### src/rtl/csr_trap_ctrl.sv
// Sequencer between decode and the machine-mode CSR file: runs one CSR
// read-modify-write, ecall or mret at a time and hands back rd data / PC redirect.
module csr_trap_ctrl #(
    parameter int XLEN        = 32,
    parameter int ECALL_CAUSE = 11
) (
    input  logic            clk_i,
    input  logic            rst_i,
    input  logic            in_valid_i,
    output logic            in_ready_o,
    input  logic [XLEN-1:0] pc_i,
    input  logic            is_ecall_i,
    input  logic            is_mret_i,
    input  logic            is_csr_i,
    input  logic [1:0]      csr_op_i,
    input  logic [11:0]     csr_addr_i,
    input  logic [XLEN-1:0] src1_i,
    output logic [11:0]     csr_addr_o,
    input  logic [XLEN-1:0] csr_rdata_i,
    output logic            csr_wen_o,
    output logic [XLEN-1:0] csr_wdata_o,
    output logic            csr_ecall_o,
    output logic            csr_mret_o,
    output logic [XLEN-1:0] mepc_o,
    output logic [XLEN-1:0] mcause_o,
    output logic            out_valid_o,
    input  logic            out_ready_i,
    output logic            rd_wen_o,
    output logic [XLEN-1:0] rd_data_o,
    output logic            redirect_valid_o,
    output logic [XLEN-1:0] redirect_pc_o,
    output logic            illegal_o,
    output logic            busy_o
);

    typedef enum logic [2:0] {IDLE, READ, WRITE, TRAP, RET, DONE} state_e;

    state_e          state_q, state_d;
    logic [XLEN-1:0] pc_q, src1_q, rd_data_q, redirect_pc_q;
    logic [1:0]      op_q;
    logic [11:0]     addr_q, csr_addr_q;
    logic            rd_wen_q, redirect_q, illegal_q;
    logic            accept, addr_legal, csr_legal, wr_suppress;
    logic [XLEN-1:0] new_val;

    // Handshakes: a transfer happens on a cycle where valid and ready are both
    // high at the rising edge; valid holds its payload stable until that edge.
    assign in_ready_o = (state_q == IDLE) && !rst_i;
    assign accept     = in_valid_i && in_ready_o;

    always_comb begin
        addr_legal = 1'b0;
        case (addr_q)
            12'h300, 12'h305, 12'h341, 12'h342: addr_legal = 1'b1;
            default:                            addr_legal = 1'b0;
        endcase
    end

    assign csr_legal   = addr_legal && (op_q != 2'b11);
    // Set/clear with a zero mask leave the CSR untouched, so no write strobe.
    assign wr_suppress = (op_q != 2'b00) && (src1_q == '0);

    always_comb begin
        new_val = src1_q;
        case (op_q)
            2'b00:   new_val = src1_q;
            2'b01:   new_val = rd_data_q | src1_q;
            default: new_val = rd_data_q & ~src1_q;
        endcase
    end

    always_ff @(posedge clk_i) begin
        if (rst_i) state_q <= IDLE;
        else       state_q <= state_d;
    end

    always_comb begin
        state_d = state_q;
        case (state_q)
            IDLE: begin
                if (accept) begin
                    if (is_ecall_i)     state_d = TRAP;
                    else if (is_mret_i) state_d = RET;
                    else if (is_csr_i)  state_d = READ;
                    else                state_d = DONE;
                end
            end
            READ:              state_d = csr_legal ? WRITE : DONE;
            WRITE, TRAP, RET:  state_d = DONE;
            DONE:              if (out_ready_i) state_d = IDLE;
            default:           state_d = IDLE;
        endcase
    end

    always_ff @(posedge clk_i) begin
        if (rst_i) begin
            pc_q          <= '0;
            src1_q        <= '0;
            op_q          <= '0;
            addr_q        <= '0;
            csr_addr_q    <= '0;
            rd_data_q     <= '0;
            rd_wen_q      <= 1'b0;
            redirect_q    <= 1'b0;
            redirect_pc_q <= '0;
            illegal_q     <= 1'b0;
        end else begin
            case (state_q)
                IDLE: begin
                    if (accept) begin
                        pc_q          <= pc_i;
                        src1_q        <= src1_i;
                        op_q          <= csr_op_i;
                        addr_q        <= csr_addr_i;
                        rd_data_q     <= '0;
                        rd_wen_q      <= 1'b0;
                        redirect_q    <= 1'b0;
                        redirect_pc_q <= '0;
                        illegal_q     <= 1'b0;
                        // The CSR address bus only moves when a CSR access follows.
                        if (is_ecall_i)     csr_addr_q <= 12'h305;
                        else if (is_mret_i) csr_addr_q <= 12'h341;
                        else if (is_csr_i)  csr_addr_q <= csr_addr_i;
                    end
                end
                READ: begin
                    if (csr_legal) begin
                        rd_data_q <= csr_rdata_i;
                        rd_wen_q  <= 1'b1;
                    end else begin
                        illegal_q <= 1'b1;
                    end
                end
                TRAP: begin
                    redirect_q    <= 1'b1;
                    redirect_pc_q <= csr_rdata_i & ~XLEN'(3);
                end
                RET: begin
                    redirect_q    <= 1'b1;
                    redirect_pc_q <= csr_rdata_i;
                end
                default: ;
            endcase
        end
    end

    assign csr_addr_o       = csr_addr_q;
    assign csr_wen_o        = ((state_q == WRITE) && !wr_suppress) || (state_q == TRAP) || (state_q == RET);
    assign csr_wdata_o      = (state_q == WRITE) ? new_val : '0;
    assign csr_ecall_o      = (state_q == TRAP);
    assign csr_mret_o       = (state_q == RET);
    assign mepc_o           = (state_q == TRAP) ? pc_q : '0;
    assign mcause_o         = (state_q == TRAP) ? XLEN'(ECALL_CAUSE) : '0;
    assign out_valid_o      = (state_q == DONE);
    assign rd_wen_o         = (state_q == DONE) && rd_wen_q;
    assign rd_data_o        = (state_q == DONE) ? rd_data_q : '0;
    assign redirect_valid_o = (state_q == DONE) && redirect_q;
    assign redirect_pc_o    = (state_q == DONE) ? redirect_pc_q : '0;
    assign illegal_o        = (state_q == DONE) && illegal_q;
    assign busy_o           = (state_q != IDLE);

endmodule

### config.mk
export PLATFORM = sky130hd
export DESIGN_NAME = csr_trap_ctrl
export DESIGN_NICKNAME = d
export VERILOG_FILES = /design/src/rtl/csr_trap_ctrl.sv
export SDC_FILE = /design/constraint.sdc
export NUM_CORES = 1
export LEC_CHECK = 0
export ABC_AREA = 0
export BUFFER_PORTS_ARGS = -buffer_cell sky130_fd_sc_hd__buf_2
export CORE_MARGIN = 2
export CORE_UTILIZATION = 49
export CTS_BUF_LIST = sky130_fd_sc_hd__clkbuf_4 sky130_fd_sc_hd__clkbuf_8 sky130_fd_sc_hd__clkbuf_16
export DETAILED_ROUTE_END_ITERATION = 8
export GPL_ROUTABILITY_DRIVEN = 0
export MAX_ROUTING_LAYER = met4
export PLACE_DENSITY = 0.8
export SYNTH_ARGS = -nofsm -noshare
export SYNTH_HDL_FRONTEND = slang
export SYNTH_SLANG_ARGS = --single-unit
### constraint.sdc
create_clock -name clk_i -period 1.8 [get_ports clk_i]
set_input_delay 0 -clock clk_i [delete_from_list [all_inputs] [get_ports clk_i]]
set_output_delay 0 -clock clk_i [all_outputs]
set_load 0.05 [all_outputs]
==> flow_metrics.py <==
metrics = {
    "finish": {
        "layout_commonest_cell": "nand2_1",
        "final_cell_mix": "230 x nand2_1, 156 x dfxtp_1, 133 x buf_2",
        "utilization_pct": 84.4,
        "syn2layout_area_growth_pct": 67.7,
        "drive_gt1_share_pct": 37.9,
        "nets": 1449,
        "finalNonFillerCells": 1558,
    },
    "routing": {
        "routedWlPerCell_um": 23.0,
        "viasPerCell": 5.97,
        "drc": 0,
        "drt_iter0_drc": 1280,
        "finalWirelength_um": 35900,
        "vias": 9305,
        "dr.pass1.iters": 5,
        "final_antenna_net_count": 0,
    },
    "synthesis": {
        "yosysSeqAreaShare_pct": 41.5,
        "yosys_register_bits": 160,
        "synth_xor_area_share_pct": 0.114,
        "synth_compound_area_share_pct": 7.20,
        "synth_top_family_by_area": "simple AND/OR/NAND/NOR gates",
        "synthDistinctLibCells": 44,
        "synth_mux_area_share_pct": 4.80,
        "syn_area_per_cell_um2": 8.02,
        "ys.flop_type": "dfxtp_1",
        "synth-simple-area-share_pct": 38.5,
        "synthAdderAreaFrac_pct": 0,
        "synthCells": 962,
        "yosysWarnings": 0,
        "synth_area_um2": 7710,
        "synth-edff-count": 0,
        "async_reset_ff_share_pct": 0,
    },
    "cts": {
        "cts_tree": "built",
        "cts.sinks": 160,
        "clkSlewWorstSetupHoldPaths_ps": 70,
        "insertion_delay_ps": 440,
        "clk_path_buf_depth": 2,
        "cts-htree-levels": 4,
        "cts-buffers-inserted": 17,
        "cts_root_buffer": "clkbuf_16",
    },
    "worst_setup_path": {
        "cpPeakStageDelay_ps": 610,
        "crit_type": "flip-flop to output port",
        "critPathCaptureType": "output port",
        "critical_path_arrival_ps": 2210,
        "cp-start-kind": "flip-flop",
        "worstRegToRegCells": 6,
        "cp.required_ps": 1800,
        "slowest_stage": "nor4_1",
        "timing.reg2reg.setup_slack_ps": -30,
        "cp_max_fo": 3,
        "path_cells": "nor4_1 > nand4_1 > nor3_2 > o21bai_4 > buf_6",
    },
    "power_and_ir_drop": {
        "leakagePower_nw": 5.60,
        "power.density_nw_per_um2": 1020,
        "ir_drop_mv": 1.09,
    },
    "timing": {
        "slew_headroom_pct": 56.5,
        "fin_hold_ws_ps": 76.5,
        "worst_pin_slew_ps": 646,
        "period_share_pct": 123,
        "setup_viol": 95,
        "drv_slew": 0,
        "hold_viol_final": 0,
        "fmax_ghz": 0.453,
        "worst_slack_ps": -407,
        "skew_ps": 14.0,
        "min_period_ps": 2210,
        "rsz0062_at_grt": "yes",
    },
    "grt": {
        "track_usage_pct": 35.9,
        "grt_pass1_wl_um": 45300,
        "grt_max_degree": 164,
        "grt_pass1_vias": 8569,
        "antenna_found_initial": 2,
        "overflow": 0,
    },
    "place": {
        "place_inst": 1386,
        "io_buffer_count": 268,
        "dpl.hpwl_um": 15800,
    },
    "worst_hold_path": {
        "hold_path.class": "input port to flip-flop",
        "hold-path-cell-count": 5,
    },
    "status": {
        "violations": "negative setup slack",
        "status": "complete, but fails checks",
    },
    "floorplanning": {
        "rows": 45,
        "die-height_um": 129,
        "ios": 298,
        "start_util_pct": 50.4,
        "core_um2": 15300,
        "die_w_um": 129,
        "die_area_um2": 16800,
    },
    "flow_run": {
        "max_cap_viol_count": 0,
    },
}
==> cell usage after synthesis, drive strengths merged, types with 2 or more instances <==
| cell | n | area [um^2] |
|---|---|---|
| a211oi | 3 | 27.5 |
| a21oi | 8 | 40.0 |
| a22oi | 37 | 278 |
| and2 | 100 | 627 |
| and3 | 2 | 12.5 |
| and4 | 2 | 17.5 |
| buf | 60 | 390 |
| clkbuf | 53 | 199 |
| dfxtp | 160 | 3200 |
| inv | 4 | 15.0 |
| mux2 | 32 | 360 |
| nand2 | 231 | 867 |
| nand3 | 5 | 25.0 |
| nand3b | 80 | 601 |
| nand4b | 32 | 280 |
| nor2 | 77 | 289 |
| nor2b | 2 | 12.5 |
| nor3 | 6 | 46.3 |
| nor3b | 2 | 20.0 |
| nor4 | 13 | 81.3 |
| nor4bb | 2 | 20.0 |
| o21ai | 34 | 170 |
| or2 | 2 | 12.5 |
| or3 | 3 | 18.8 |
| or4b | 2 | 20.0 |
==> routing by layer <==
layer  GRT usage, %  vias to the layer above  wire length (um)
met5              -                        -                 0
met4           21.0                        0              2610
met3           8.13                      241              3800
met2           57.5                      801             17200
met1           41.4                     4364             12300
li1               -                     3899                 -
==> registers in the layout, indices dropped and copies added (netlist names) <==
register / flops
src1_q: 32
state_q: 3
rd_wen_q: 1
rd_data_q: 32
redirect_q: 1
addr_q: 12
csr_addr_o: 12
illegal_q: 1
redirect_pc_q: 32
pc_q: 32
op_q: 2
==> critical path: cells and delay by family (launching register included) <==
family | cells | cell delay (ps)
compound gates | 1 | 90
flops | 1 | 350
buf+inv | 1 | 150
simple gates | 3 | 1180
==> cell type report <==
type	instances	area [um^2]
inverter	4	17.5
clock inverter	15	148
timing repair buffer	435	4340
sequential	160	3210
multi-input combinational	714	4520
tap	211	264
fill	766	2380
antenna	2	5.00
clock buffer	17	425
==> cell families (layout without fill, tap and decap cells) <==
group,after synthesis,after routing
buf+inv,117,471
flops,160,160
compound gates,87,88
other cells,1,31
xor+xnor,1,1
simple gates,563,563
mux,33,33
==> through the flow <==
step / power (mW) / TNS [ps] / area [um^2] / setup WS (ps)
4_1_cts: 12.3 / -1570 / 11900 / -141
5_1_grt: 13.6 / -9660 / 12900 / -375
3_3_place_gp: 8.03 / -2870 / 9280 / -105
3_5_place_dp: 8.10 / -4830 / 9280 / -183
2_1_floorplan: 7.07 / -1660 / 7880 / -152
6_report: 13.2 / -7050 / 12900 / -407
==> path summary, 6_finish.rpt <==
kind                                 from                             end
hold reg to reg    illegal_q$_SDFFE_PP0P_          illegal_q$_SDFFE_PP0P_
setup / recovery   src1_q[1]$_SDFFE_PP0P_                       csr_wen_o
setup reg to reg  state_q[2]$_SDFFE_PP0P_  redirect_pc_q[19]$_SDFFE_PP0P_
hold / removal                out_ready_i         state_q[0]$_SDFFE_PP0P_
==> where the power goes <==
group	leakage (nW)	switching [mW]	internal, mW	total [mW]
registers	1.31	0.534	4.16	4.69
clock network	0.274	1.69	1.95	3.64
logic	4.02	2.93	1.95	4.88
==> timing repair <==
action / 4_1_cts / 5_1_grt
setup endpoints to repair: 188 / 281
hold endpoints to repair: 158 / 0
pin swaps: 31 / 34
buffers inserted: 4 / 8
hold buffers: 114 / 0
gates resized for setup: 247 / 228
cloned: 4 / 8
Note: power is estimated with default switching activity, not from simulation.
